[config.mk]
export PLATFORM = sky130hd
export DESIGN_NAME = dct_transpose_flat
export DESIGN_NICKNAME = d
export VERILOG_FILES = /design/src/rtl/dct_transpose_if.sv /design/src/rtl/dct_transpose.sv /design/src/flat_wrapper.sv
export SDC_FILE = /design/constraint.sdc
export NUM_CORES = 2
export LEC_CHECK = 0
export CAP_MARGIN = 20
export CORE_MARGIN = 4
export CORE_UTILIZATION = 40
export CTS_CLUSTER_SIZE = 8
export DETAILED_ROUTE_END_ITERATION = 10
export PLACE_DENSITY = 0.54
export SLEW_MARGIN = 20
export SYNTH_ARGS = -nofsm -noshare
export SYNTH_HDL_FRONTEND = slang
export SYNTH_SLANG_ARGS = --single-unit
[constraint.sdc]
create_clock -name clk -period 16.95 [get_ports clk]
set_clock_uncertainty 0.1 [all_clocks]
set_input_delay 3.39 -clock clk [delete_from_list [all_inputs] [get_ports clk]]
set_output_delay 3.39 -clock clk [all_outputs]
set_load 0.01 [all_outputs]
[src/rtl/dct_transpose_if.sv]
// Stream bundle between the row-pass DCT, the transpose buffer and the column-pass DCT.
// Both the row side (in_*) and the column side (out_*) use the same valid/ready handshake.
interface dct_transpose_if #(
  parameter int DATA_W = 16
);
  logic signed [7:0][DATA_W-1:0] in_data;
  logic                          in_valid;
  logic                          in_ready;
  logic signed [7:0][DATA_W-1:0] out_data;
  logic                          out_valid;
  logic                          out_ready;
  logic        [2:0]             out_col;
  logic                          out_last;

  // Transpose buffer side.
  modport slave (
    input  in_data, in_valid, out_ready,
    output in_ready, out_data, out_valid, out_col, out_last
  );

  // Row-DCT / column-DCT side.
  modport master (
    output in_data, in_valid, out_ready,
    input  in_ready, out_data, out_valid, out_col, out_last
  );
endinterface

[src/rtl/dct_transpose.sv]
// Ping-pong 8x8 transpose buffer: rows are written into one bank while the
// other bank is read out column by column.
module dct_transpose #(
  parameter int DATA_W = 16
) (
  input  logic           clk,
  input  logic           rst_n,
  dct_transpose_if.slave bus
);

  // Handshake: a transfer happens on a rising edge where valid && ready are
  // both high; valid/data never wait on ready, and in_ready / out_valid come
  // from registered state only.

  logic [DATA_W-1:0] bank_mem [2][8][8];
  logic [1:0]        full;
  logic [1:0]        full_nxt;
  logic              wr_bank;
  logic              rd_bank;
  logic [2:0]        wr_row;
  logic [2:0]        rd_col;
  logic              wr_fire;
  logic              rd_fire;

  assign bus.in_ready  = !full[wr_bank];
  assign bus.out_valid = full[rd_bank];
  assign bus.out_col   = rd_col;
  assign bus.out_last  = full[rd_bank] && (rd_col == 3'd7);

  assign wr_fire = bus.in_valid && !full[wr_bank];
  assign rd_fire = full[rd_bank] && bus.out_ready;

  // Writer and reader always address different banks when both fire, so the
  // set and the clear can never collide on the same flag.
  always_comb begin
    full_nxt = full;
    if (wr_fire && (wr_row == 3'd7)) full_nxt[wr_bank] = 1'b1;
    if (rd_fire && (rd_col == 3'd7)) full_nxt[rd_bank] = 1'b0;
  end

  always_ff @(posedge clk or negedge rst_n) begin
    if (!rst_n) begin
      full    <= 2'b00;
      wr_bank <= 1'b0;
      rd_bank <= 1'b0;
      wr_row  <= 3'd0;
      rd_col  <= 3'd0;
    end else begin
      full <= full_nxt;
      if (wr_fire) begin
        wr_row <= wr_row + 3'd1;
        if (wr_row == 3'd7) wr_bank <= !wr_bank;
      end
      if (rd_fire) begin
        rd_col <= rd_col + 3'd1;
        if (rd_col == 3'd7) rd_bank <= !rd_bank;
      end
    end
  end

  // Coefficient storage is deliberately left unreset.
  always_ff @(posedge clk) begin
    if (wr_fire) begin
      for (int i = 0; i < 8; i++) begin
        bank_mem[wr_bank][wr_row][i] <= bus.in_data[i];
      end
    end
  end

  always_comb begin
    bus.out_data = '0;
    for (int r = 0; r < 8; r++) begin
      bus.out_data[r] = bank_mem[rd_bank][r][rd_col];
    end
  end

endmodule

[src/flat_wrapper.sv]
// flat-port wrapper written by rule: the top's interface ports become plain ports
module dct_transpose_flat 
#(
  parameter int DATA_W = 16
)
  (clk, rst_n, bus_in_data, bus_in_valid, bus_out_ready, bus_in_ready, bus_out_data, bus_out_valid, bus_out_col, bus_out_last);
  dct_transpose_if #(.DATA_W(DATA_W)) bus_i ();
  input  logic clk;
  input  logic rst_n;
  input wire logic [$bits(bus_i.in_data)-1:0] bus_in_data;
  input wire logic [$bits(bus_i.in_valid)-1:0] bus_in_valid;
  input wire logic [$bits(bus_i.out_ready)-1:0] bus_out_ready;
  output wire logic [$bits(bus_i.in_ready)-1:0] bus_in_ready;
  output wire logic [$bits(bus_i.out_data)-1:0] bus_out_data;
  output wire logic [$bits(bus_i.out_valid)-1:0] bus_out_valid;
  output wire logic [$bits(bus_i.out_col)-1:0] bus_out_col;
  output wire logic [$bits(bus_i.out_last)-1:0] bus_out_last;
  assign bus_i.in_data = bus_in_data;
  assign bus_i.in_valid = bus_in_valid;
  assign bus_i.out_ready = bus_out_ready;
  assign bus_in_ready = bus_i.in_ready;
  assign bus_out_data = bus_i.out_data;
  assign bus_out_valid = bus_i.out_valid;
  assign bus_out_col = bus_i.out_col;
  assign bus_out_last = bus_i.out_last;
  dct_transpose #(.DATA_W(DATA_W)) u_core (.clk(clk), .rst_n(rst_n), .bus(bus_i));
endmodule
; ---- Yosys cells after proc, flatten, opt, wreduce, memory -nomap -nowiden
; Memories as Yosys holds them, arrays and structs flattened.
; Cells that the tools add are included.
[op_classes]
n_addsub = 2
magnitude_cmp = 7
n_eq_ne = 2
muxes = 7227
bitwise = 7173
n_reduce_logical = 13
[ops]
columns = op, count
row1 = $mux W1024, 8
row2 = $mux W1, 7175
row3 = $or A1 B1 Y1, 7168
row4 = $demux W128 S3, 8
row5 = $bmux W16 S3, 8
row6 = $mux W16, 17
row7 = $mux W128, 1
row8 = $mux W112, 1
row9 = $mux W96, 1
row10 = $mux W80, 1
row11 = $mux W64, 1
row12 = $mux W48, 1
row13 = $mux W32, 1
row14 = $ge A4 B4 Y1 const B, 2
row15 = $logic_and A1 B1 Y1, 8
row16 = $not A3 Y4, 2
row17 = $add A3 B1 Y3 const B, 2
row18 = $eq A3 B3 Y1 const B, 2
row19 = $lt A1 B2 Y1 const B, 2
row20 = $lt A4 B1 Y1 const B, 1
row21 = $mux W2, 2
row22 = $reduce_and A2 Y1, 2
row23 = $logic_not A1 Y1, 3
row24 = $and A2 B2 Y2, 1
row25 = 4 further kinds, 6
[word_totals]
ff_bits = 10
ramBits = 2048
inputBits = 132
out_inout_bits = 134
elab_cells = 14430
memories = 1
[mem_list]
columns = memory, depth, width, rd, rd_ports_with_merged_regs, write_ports, line_no
row1 = u_core.bank_mem, 2, 1024, 1, 0, 1, dct_transpose.sv:15  ; logic [DATA_W-1:0] bank_mem [2][8][8];

; ---- Logic depth before layout (Yosys ltp)
[logic_depth]
word_depth = 13
depth_mapped = 7
mapped_depth_nobuf = 5

; ---- Least setup slack after synthesis
; Ideal clock, no wire load.
[synth_path]
path_kind = input -> register
startpoint = input port bus_in_valid
endpoint = memory u_core.bank_mem[0][128] in the netlist's numbering, enable pin
setup_time_ns = 0.630
arrival_time_ns = 9.835
required_time_ns = 16.220
slack_ns = 6.384
cell_stages = 6
path_buffers = 4
cell_sequence = buf_2 and4b_1 buf_2 buf_6 buf_6 nor2b_1
[synth_via]
elab_chain_cells = 10
elab_cells_between_ends = 17
classes_between = 9 x mux / 7 x bitwise / 1 x reduce/logical
[synth_rtl]
columns = element, line_no
row1 = from (decl), flat_wrapper.sv:11  ; input wire logic [$bits(bus_i.in_valid)-1:0] bus_in_valid;
row2 = $logic_and A1 B1 Y1 (*), dct_transpose.sv:30  ; assign wr_fire = bus.in_valid && !full[wr_bank];
row3 = $mux W1 (*), dct_transpose.sv:63  ; if (wr_fire) begin
row4 = $mux W1024 (implied by the code), dct_transpose.sv:65  ; bank_mem[wr_bank][wr_row][i] <= bus.in_data[i];
row5 = $or A1 B1 Y1 (no source line) (6 in a row), --
row6 = $or A1 B1 Y1 (no source line) (*), --
row7 = to (decl), dct_transpose.sv:15
; Every way passes the cells marked *; elsewhere a longest branch is shown, timed or not.

; ---- Worst setup path after layout
[layout_path]
startpoint = register u_core.rd_bank
endpoint = output port bus_out_data[10]
[layout_via]
elab_chain_cells = 4
[layout_rtl]
columns = element, line_no
row1 = from (decl), dct_transpose.sv:19  ; logic rd_bank;
row2 = from (signal assigned), dct_transpose.sv:56  ; if (rd_col == 3'd7) rd_bank <= !rd_bank;
row3 = $mem_v2 Z2 W1024, --
row4 = $bmux W16 S3, dct_transpose.sv:73  ; bus.out_data[r] = bank_mem[rd_bank][r][rd_col];
row5 = $mux W16 (implied by the code) (2 in a row), dct_transpose.sv:73
row6 = to (decl), flat_wrapper.sv:14  ; output wire logic [$bits(bus_i.out_data)-1:0] bus_out_data;
; Every way passes these cells. The select of a mux whose other input is x is not followed.

==> results.toml <==
[finish]
syn2layout_area_growth_pct = 15.5
fin_util = 0.464
drive_above_1_share = 0.318
mostFrequentLayoutCells = "edfxtp_1 (2,048), mux4_2 (464), a21o_1 (448)"
nNetsFinal = 4934
final_common_cell = "edfxtp_1"
fin_area_mm2 = 0.102

[logic_synthesis]
netlist_area_mm2 = 0.0882
syn_area_per_cell_um2 = 19.8
yosys_warnings = 0
synth_top_area_share = 0.697
yosys.area.top_type = "edfxtp_1"
synthTopCellsByArea = "edfxtp_1 (70%), mux4_2 (12%), mux2_2 (4.4%), a21o_1 (3.8%), mux2_4 (3.0%)"
yosysSeqAreaShare = 0.700
yosys.cell_types.count = 40
ys_ff_latch = 2058
syn_inst = 4455
synth_nets = 4591

[detailed_routing]
drtIter0Drc = 5166
wire_per_inst_um = 35.2
dr.pass1.iters = 5
dr_total_vias = 47200
ant_nets = 0
remaining_drc_errors = 0
routed_wl_mm = 272
vias_per_cell = 6.13

[power]
vdd_drop_max_mv = 0.121
power_density_mw_per_mm2 = 173
p_leak_nw = 34.2

[setup_path]
slowest_delay_ns = 1.02
cp.required_ns = 13.46
crit_arrival_ns = 6.14
path_class = "reg -> out"
startpoint_type = "flip-flop"
crit_top_cell = "buf_4"
cp_slowest_cell = "dfrtp_4"
crit_fanout = 42
worstPathCellList = "buf_4 > buf_4 > buf_4 > mux4_2 > o22ai_1 > nor2_1 > clkdlybuf4s50_1"
end_kind = "primary output"

[floorplan]
io_pins = 266
core-area_mm2 = 0.220
die-area_mm2 = 0.228
start_util = 0.402
rows = 172
fp.dieH_um = 478
die_x_um = 478

[clock_network]
clock_sinks = 2058
ctsRootBufferMaster = "clkbuf_16"
clk_path_buf_depth = 4
cts_setup_buffers = 0
hold_buffers = 0
clk-insertion-delay-late_ns = 0.91
cts_resized = 0
clk_pin_slew_ns = 0.05
cts_made_buffers = 308
cts_tree = "yes"
htreeDepth = 5

[timing]
rsz0062_at_grt = "false"
fin_crit_sh = 0.568
timing.final.crit_period_ns = 9.63
hold_viol = 0
fin_hold_ws_ns = 0.494
drv_slew = 0
fin_setup_tns_ns = 0
maxSlewHeadroom = 0.188
worst_pin_slew_ns = 1.21
finalSetupViolations = 0
max_freq_mhz = 104

[placed_design]
gp_congestion = 0.758
port_buffers = 265
dpl-instance-area_mm2 = 0.0937
dp_hpwl_mm = 158

[grt]
grt_max_degree = 129
grt_pass1_wl_mm = 382
track_usage = 0.235
met1_usage = 0.336
top_usage_layer = "met2"
antenna_found_initial = 32
grt_pass1_vias = 49200
met3_usage = 0.0412
met2_usage = 0.377
grt_overflow_total = 0

[job]
maxCapViolations = 0

[hold_path]
min_path_type = "reg -> reg"

[status]
outcome = "completed"
[power by group]
group          switching, W  internal [W]
clock               0.00204       0.00329
sequential         0.000172       0.00616
combinational       0.00352       0.00240
[final cells by class]
class                           count  area (um^2)
Multi-Input combinational cell   2018        24700
Clock buffer                      342         8030
Inverter                           16         60.1
Timing Repair Buffer              396         3620
Antenna cell                        2         5.00
Sequential cell                  2058        61800
Tap cell                         2871         3590
Clock inverter                      7         70.1
Fill cell                       18500       118000
[per-layer routing]
layer	part of all wire	wire length [um]	up-vias
li1	-	-	19200
met1	0.43	117000	25700
met2	0.48	131000	1961
met3	0.070	19100	343
met4	0.018	5030	10
met5	0.00025	69	-
[cell usage after synthesis]
cell type,count
a211oi_1,5
a21o_1,448
a21oi_1,2
a221o_1,11
a22oi_1,120
a31oi_1,2
a41oi_1,24
a41oi_2,40
and2_1,12
and3_1,1
and4_1,4
and4b_1,4
buf_1,8
buf_2,159
buf_4,34
buf_6,11
buf_8,11
clkbuf_1,139
clkbuf_2,1
dfrtp_1,10
edfxtp_1,2048
ha_1,4
inv_1,16
mux2_1,6
mux2_2,342
mux2_4,174
mux2i_1,23
mux4_2,464
nand2_1,57
nand2b_1,8
nand3_1,4
nor2_1,58
nor2_2,1
nor2b_1,23
o21ai_0,26
o221ai_1,8
o22ai_1,134
o31ai_1,7
or2_2,4
xnor2_1,2
[worst paths after layout]
path / slack [ns] / end / startpoint / depth (start not counted)
min in group asynchronous: 2.82 / u_core.bus.out_col[2] / rst_n / 1
setup / recovery: 7.32 / bus_out_data[10] / u_core.rd_bank / 7
hold reg to reg: 0.49 / u_core.rd_bank / u_core.full[1] / 1
hold / removal: 0.49 / u_core.rd_bank / u_core.full[1] / 1
setup reg to reg: 11.82 / u_core.bank_mem[1][632] / u_core.wr_bank / 6
max in group asynchronous: 13.38 / u_core.bus.out_col[1] / rst_n / 1
[state kept, by name, indices dropped and copies added, names as in the netlist]
register and flops:
u_core.bank_mem 2048, u_core.bus.out_col 3, u_core.full 2, u_core.rd_bank 1
u_core.wr_bank 1, u_core.wr_row 3
[metrics by stage]
| step | power, W | worst slack, ns | cells |
|---|---|---|---|
| floorplan | 0.00977 | 6.38 | 4455 |
| global placement | 0.0124 | 8.02 | 7359 |
| detailed placement | 0.0124 | 8.00 | 7359 |
| CTS | 0.0178 | 7.00 | 7708 |
| global route | 0.0183 | 6.81 | 7709 |
| finish | 0.0176 | 7.32 | 7710 |
[cell families after synthesis]
group                    share of synthesized area
AO/OA/AOI/OAI                               0.0724
XOR/XNOR                                  0.000199
adder cells (fa/ha/maj)                   0.000567
buffers and inverters                       0.0222
flip-flops                                   0.700
multiplexers                                 0.195
AND/OR/NAND/NOR                            0.00945
[critical path: cells and delay by family (launching register included)]
| family | cells | cell delay (ns) |
|---|---|---|
| muxes | 1 | 0.37 |
| AOI/OAI and AO/OA | 1 | 0.08 |
| buffers and inverters | 4 | 2.93 |
| and+or+nand+nor | 1 | 0.71 |
| DFF | 1 | 1.02 |
No activity file was read; power rests on OpenSTA's default activity.
